### src/rtl/gb_interrupt_ctrl.sv
// Interrupt controller: IF/IE registers, IRQ rising-edge capture, priority vector, IME state machine with delayed EI.
// Latency: irq edge sets IF at the next edge; wake/interrupt_queued/vector follow IF and IE combinationally.
// Backpressure: none; the CPU takes an interrupt with isr_ack, and bus reads/writes are never stalled.
//
// Ports:
//   clk, reset               M-cycle clock, asynchronous active-high reset
//   irq_req                  peripheral request lines (rising edge sets IF)
//   bus_addr/wdata/we/rdata  register bus for IF and IE; bus_hit flags a decoded address
//   ei/di/reti_cmd           IME control from the CPU; instr_done marks the last M-cycle of an instruction
//   isr_ack                  CPU dispatching an interrupt this cycle
//   ime, interrupt_queued, wake, interrupt_vector   status toward the CPU
//   vector_latched, irq_taken                       record of the last acknowledge
module gb_interrupt_ctrl #(
  parameter int          NUM_IRQ       = 5,
  parameter logic [7:0]  VECTOR_BASE   = 8'h40,
  parameter int          VECTOR_STRIDE = 8,
  parameter logic [15:0] IF_ADDR       = 16'hFF0F,
  parameter logic [15:0] IE_ADDR       = 16'hFFFF
) (
  input  logic               clk,
  input  logic               reset,
  input  logic [NUM_IRQ-1:0] irq_req,
  input  logic [15:0]        bus_addr,
  input  logic [7:0]         bus_wdata,
  input  logic               bus_we,
  output logic [7:0]         bus_rdata,
  output logic               bus_hit,
  input  logic               ei_cmd,
  input  logic               di_cmd,
  input  logic               reti_cmd,
  input  logic               instr_done,
  input  logic               isr_ack,
  output logic               ime,
  output logic               interrupt_queued,
  output logic               wake,
  output logic [7:0]         interrupt_vector,
  output logic [7:0]         vector_latched,
  output logic [NUM_IRQ-1:0] irq_taken
);

  typedef enum logic [1:0] {
    IME_OFF     = 2'd0,
    IME_PENDING = 2'd1,
    IME_ON      = 2'd2
  } ime_state_t;

  ime_state_t         ime_state;
  logic               ime_q;
  logic [NUM_IRQ-1:0] if_q;
  logic [NUM_IRQ-1:0] if_nxt;
  logic [7:0]         ie_q;
  logic [NUM_IRQ-1:0] req_d;
  logic [NUM_IRQ-1:0] rise;
  logic [NUM_IRQ-1:0] pending;
  logic [NUM_IRQ-1:0] sel_onehot;
  logic               sel_vld;
  logic [7:0]         if_rd;
  logic               if_sel;
  logic               ie_sel;

  function automatic logic [7:0] vec_of(input int idx);
    int v;
    v = int'(VECTOR_BASE) + idx * VECTOR_STRIDE;
    return v[7:0];
  endfunction

  assign if_sel  = (bus_addr == IF_ADDR);
  assign ie_sel  = (bus_addr == IE_ADDR);
  assign bus_hit = if_sel | ie_sel;

  assign rise    = irq_req & ~req_d;
  assign pending = if_q & ie_q[NUM_IRQ-1:0];

  // Walk from the top index down so the lowest pending index is the last write and wins.
  always_comb begin
    sel_vld          = 1'b0;
    sel_onehot       = '0;
    interrupt_vector = 8'h00;
    for (int i = NUM_IRQ - 1; i >= 0; i--) begin
      if (pending[i]) begin
        sel_vld          = 1'b1;
        sel_onehot       = '0;
        sel_onehot[i]    = 1'b1;
        interrupt_vector = vec_of(i);
      end
    end
  end

  // Per bit: a fresh edge beats the acknowledge clear, which beats a bus load.
  always_comb begin
    if_nxt = if_q;
    for (int i = 0; i < NUM_IRQ; i++) begin
      if (rise[i])
        if_nxt[i] = 1'b1;
      else if (isr_ack && sel_onehot[i])
        if_nxt[i] = 1'b0;
      else if (bus_we && if_sel)
        if_nxt[i] = bus_wdata[i];
    end
  end

  // Unimplemented IF bits read as 1.
  always_comb begin
    if_rd              = 8'hFF;
    if_rd[NUM_IRQ-1:0] = if_q;
  end

  always_comb begin
    if (if_sel)
      bus_rdata = if_rd;
    else if (ie_sel)
      bus_rdata = ie_q;
    else
      bus_rdata = 8'hFF;
  end

  always_ff @(posedge clk or posedge reset) begin
    if (reset) begin
      if_q           <= '0;
      ie_q           <= 8'h00;
      req_d          <= '0;
      vector_latched <= 8'h00;
      irq_taken      <= '0;
    end else begin
      req_d <= irq_req;
      if_q  <= if_nxt;
      if (bus_we && ie_sel)
        ie_q <= bus_wdata;
      if (isr_ack) begin
        // An empty pending set (cancelled request) yields vector 0 and no source.
        vector_latched <= interrupt_vector;
        irq_taken      <= sel_onehot;
      end
    end
  end

  // IME: DI > RETI > acknowledge > EI / delayed promotion. The EI cycle itself is
  // spent in IME_OFF, so promotion waits for a later instr_done.
  always_ff @(posedge clk or posedge reset) begin
    if (reset) begin
      ime_state <= IME_OFF;
      ime_q     <= 1'b0;
    end else if (di_cmd) begin
      ime_state <= IME_OFF;
      ime_q     <= 1'b0;
    end else if (reti_cmd) begin
      ime_state <= IME_ON;
      ime_q     <= 1'b1;
    end else if (isr_ack) begin
      ime_state <= IME_OFF;
      ime_q     <= 1'b0;
    end else begin
      case (ime_state)
        IME_OFF: begin
          if (ei_cmd) begin
            ime_state <= IME_PENDING;
            ime_q     <= 1'b0;
          end
        end
        IME_PENDING: begin
          if (instr_done) begin
            ime_state <= IME_ON;
            ime_q     <= 1'b1;
          end
        end
        default: begin
        end
      endcase
    end
  end

  assign ime              = ime_q;
  assign wake             = sel_vld;
  assign interrupt_queued = ime_q & sel_vld;

endmodule

### config.mk
export PLATFORM = sky130hd
export DESIGN_NAME = gb_interrupt_ctrl
export DESIGN_NICKNAME = d
export VERILOG_FILES = /design/src/rtl/gb_interrupt_ctrl.sv
export SDC_FILE = /design/constraint.sdc
export NUM_CORES = 1
export LEC_CHECK = 0
export CAP_MARGIN = 20
export CELL_PAD_IN_SITES_DETAIL_PLACEMENT = 0
export CELL_PAD_IN_SITES_GLOBAL_PLACEMENT = 2
export CORE_ASPECT_RATIO = 1.4
export CORE_MARGIN = 2
export CORE_UTILIZATION = 23
export CTS_CLUSTER_DIAMETER = 100
export DETAILED_ROUTE_END_ITERATION = 8
export GPL_TIMING_DRIVEN = 0
export PLACE_DENSITY = 0.79
export SLEW_MARGIN = 20
export SYNTH_ARGS = -nofsm -noshare
export SYNTH_HDL_FRONTEND = slang
export SYNTH_SLANG_ARGS = --single-unit
### constraint.sdc
create_clock -name clk -period 1.8 [get_ports clk]
set_input_delay 0.27 -clock clk [delete_from_list [all_inputs] [get_ports clk]]
set_output_delay 0.27 -clock clk [all_outputs]
set_load 0.05 [all_outputs]
==> results.txt <==
----------------------------------------------------
[Setup path]
  Crit path cell chain ... a22oi_2 > buf_4 > buf_4 > nor2b_2 > buf_6
  Family of cells with the greatest summed delay on the critical path ... buffers and inverters
  Crit path kind ... reg -> out
  Most frequent cell on the critical path ... buf_4
  Critical-path cell with the highest stage delay ... dfrtp_1
  Data required time at the worst endpoint ... 1530 ps
  Worst setup SP type ... flop
  Largest fanout on the critical path ... 4
  Worst Path Buf+Inv ... 3
  Startpoint of the most critical setup path ... if_q[3]
  Biggest cell delay along the critical path ... 440 ps
  Beginning of the worst register-to-register path ... if_q[0]
  Setup crit end kind ... primary output
  Arrival time reported for the critical path endpoint ... 1480 ps

[Timing]
  Share of the clock period used by the worst path after layout ... 97.31%
  Final setup violation count ... 0
  Actual transition at the worst max-transition pin ... 605.6 ps
  Total count of hold-check failures in the final report ... 0
  Highest clock frequency the design can meet ... 0.5709 GHz
  Clock Skew ... 4.311 ps
  Number of slew-limit violations in the final report ... 0
  Final worst slack ... 48.44 ps
  RSZ-0062 raised after global routing ... yes
  Worst hold margin ... 377.6 ps
  Normalized max-slew margin ... 59.57%
  Clock period minus final worst setup slack ... 1752 ps

[Route]
  Drt wl/cell ... 13.12 um
  Initial detailed-routing violation count ... 29
  Number of detailed-route iterations in the first pass ... 4
  Count of vias placed by the detailed router ... 1339
  Via density per instance ... 4.601
  Post-detailed-route DRC marker count ... 0
  Remaining number of nets flagged by the antenna check after routing ... 0
  Post-detailed-routing wire length ... 3818 um

[Cells and area]
  Final layout net count ... 260
  Antenna fix cells ... 0
  Sequential cell area ... 704.4 um2
  Synthesis-to-finish area growth ... 69.88%
  Filler cell count in the final layout ... 600
  Layout cell share with drive strength beyond 1 ... 37.10%
  Multi-input gate area in the final layout ... 711.9 um2
  Final non-filler cell total ... 291

[Logic synthesis]
  Post-Syn Area ... 0.001404 mm2
  Distinct cell type count after synthesis ... 31
  Post-synth top area share ... 49.91%
  Number of enable flip-flop cells after synthesis ... 0
  Leading post-synthesis cells by instance count ... 28 x dfrtp_1, 13 x inv_1, 11 x mux2_2
  Number of storage elements in the synthesis netlist ... 28
  Most repeated cell in the gate-level netlist after synthesis ... dfrtp_1
  Ys async rst share ... 100.0%
  Sequential cell area fraction in the yosys report ... 49.91%
  Cell taking the most area after synthesis ... dfrtp_1
  Post-synthesis instance total ... 133
  Mean post-synth cell area ... 10.56 um2
  Area contributors post-synth ... dfrtp_1 50%, mux2_2 8.8%, buf_4 5.3%
  Synth Flop Type ... dfrtp_1
  Number of warnings printed during yosys synthesis ... 0

[GRT]
  Via count of the first global-routing pass ... 1263
  Overall overflow remaining after global route ... 0
  Pin count of the biggest net entering global routing ... 29
  Initial antenna violation count ... 0
  Overall fraction of global-route tracks in use ... 11.64%
  First-pass GRT wire length ... 6182 um

[Clocking]
  Clk sinks ... 28
  Clock transition at path regs ... 90 ps
  Number of buffers inserted for hold repair after clock tree synthesis ... 0
  Maximum root-to-sink buffer count ... 2
  Number of levels the H-tree was split into ... 1
  Num CTS Buffers ... 3
  Clock root buffer ... clkbuf_8
  Clock tree from TritonCTS ... built
  Skew-Pair Late Insertion Delay ... 270 ps

[Floorplan]
  Die outline area ... 0.006754 mm2
  Area of the core ... 0.005863 mm2
  Initial Utilization ... 23.94%
  I/O pin count ... 70
  Standard-cell row count ... 33
  Die X ... 70.03 um
  Vertical die dimension ... 96.44 um

[Hold path]
  Class of the worst hold path ... in -> async

[Power and ir drop]
  Power Density ... 487.5 mW/mm2
  Leak pwr ... 0.001095 uW
  Worst IR drop on VDD ... 220.6 uV

[Placement]
  Buffers on Ports ... 61
  RePlAce Congestion ... 0.7689
  Number of cells after detailed placement ... 271
  DP Worst Slack ... -960.7 ps
  Dpl hpwl ... 2711 um

[Job]
  Number of max-capacitance violations reported ... 0

[Run status]
  Status ... completed

----------------------------------------------------
final cells by class:
class	instances	area share, %
Buffer	12	3.515
Clock buffer	3	1.731
Inverter	13	2.046
Multi-Input combinational cell	88	29.85
Sequential cell	28	29.54
Tap cell	70	3.673
Timing Repair Buffer	77	29.64
worst reg2reg max path: stages (launching register included):
cell      delay, ps
dfrtp_2         440
a22oi_2         210
buf_6           140
buf_4           100
buf_4           110
nand4_1         180
nand4_1         150
o221ai_1        100
repair_timing:
action                     in CTS  in global routing
resized for setup             128                 13
gates cloned                    1                  0
setup endpoints to repair      16                  2
pin swaps                      10                  2
buffers inserted                7                  9
cells in the final DEF, fill, tap and decap left out, drive strengths merged, types with 2 or more instances in the layout:
cell and instances:
buf 42, clkdlybuf4s50 29, dfrtp 28, dlygate4sd2 17
inv 13, mux2 11, nand2 9, nand4 9
conb 8, nand3 8, o21ai 5, o22a 5
nor2 5, o221ai 4, clkbuf 4, a21oi 3
or2 3, a22oi 3, and2 3, and4 2
a31oi 2
logic make-up (layout without fill, tap and decap cells):
logic type / Yosys count / count (layout) / synth area share, %
buf+inv: 25 / 105 / 9.447
simple gates: 44 / 45 / 19.25
compound gates: 24 / 24 / 12.30
other cells: 1 / 8 / 0.2671
flops: 28 / 28 / 49.91
mux: 11 / 11 / 8.824
worst paths after layout:
check	end	slack, ps	cells past startpoint
worst max register to register	if_q[3]	250	7
worst min register to register	if_q[1]	480	1
min in group clk	req_d[3]	450	1
max in group asynchronous	ie_q[1]	980	2
worst min-delay path	irq_taken[2]	380	2
worst max-delay path	interrupt_vector[4]	50	5
flip-flops by register name, indices dropped and copies added (netlist names):
signal          count
if_q                5
ime                 1
ime_state           1
req_d               5
vector_latched      4
irq_taken           4
ie_q                8
layer usage:
metal	global-route usage, %	vias to the layer above	part of all wire (%)
met5	0	-	0
met4	4.327	0	1.4
met3	2.905	5	7.7
met2	19.37	60	48
met1	14.68	628	42
li1	-	646	-
through the flow:
step                total power (uW)  utilization (%)  TNS [ps]  instance area, um2
floorplan                      735.3                -         0                1444
global placement               832.1            36.53    -12850                2142
detailed placement             833.4            36.53    -12700                2142
CTS                             1171            39.03         0                2288
global route                    1221            40.67    -57.81                2385
finish                          1163            40.67         0                2385
where the power goes:
part           total [uW]  switching (uW)  internal (uW)  leakage (uW)
clock network         343             193            150     0.0000216
logic                 180            96.2           83.8      0.000725
registers             639            3.13            636      0.000348
No activity file was read; power rests on OpenSTA's default activity.
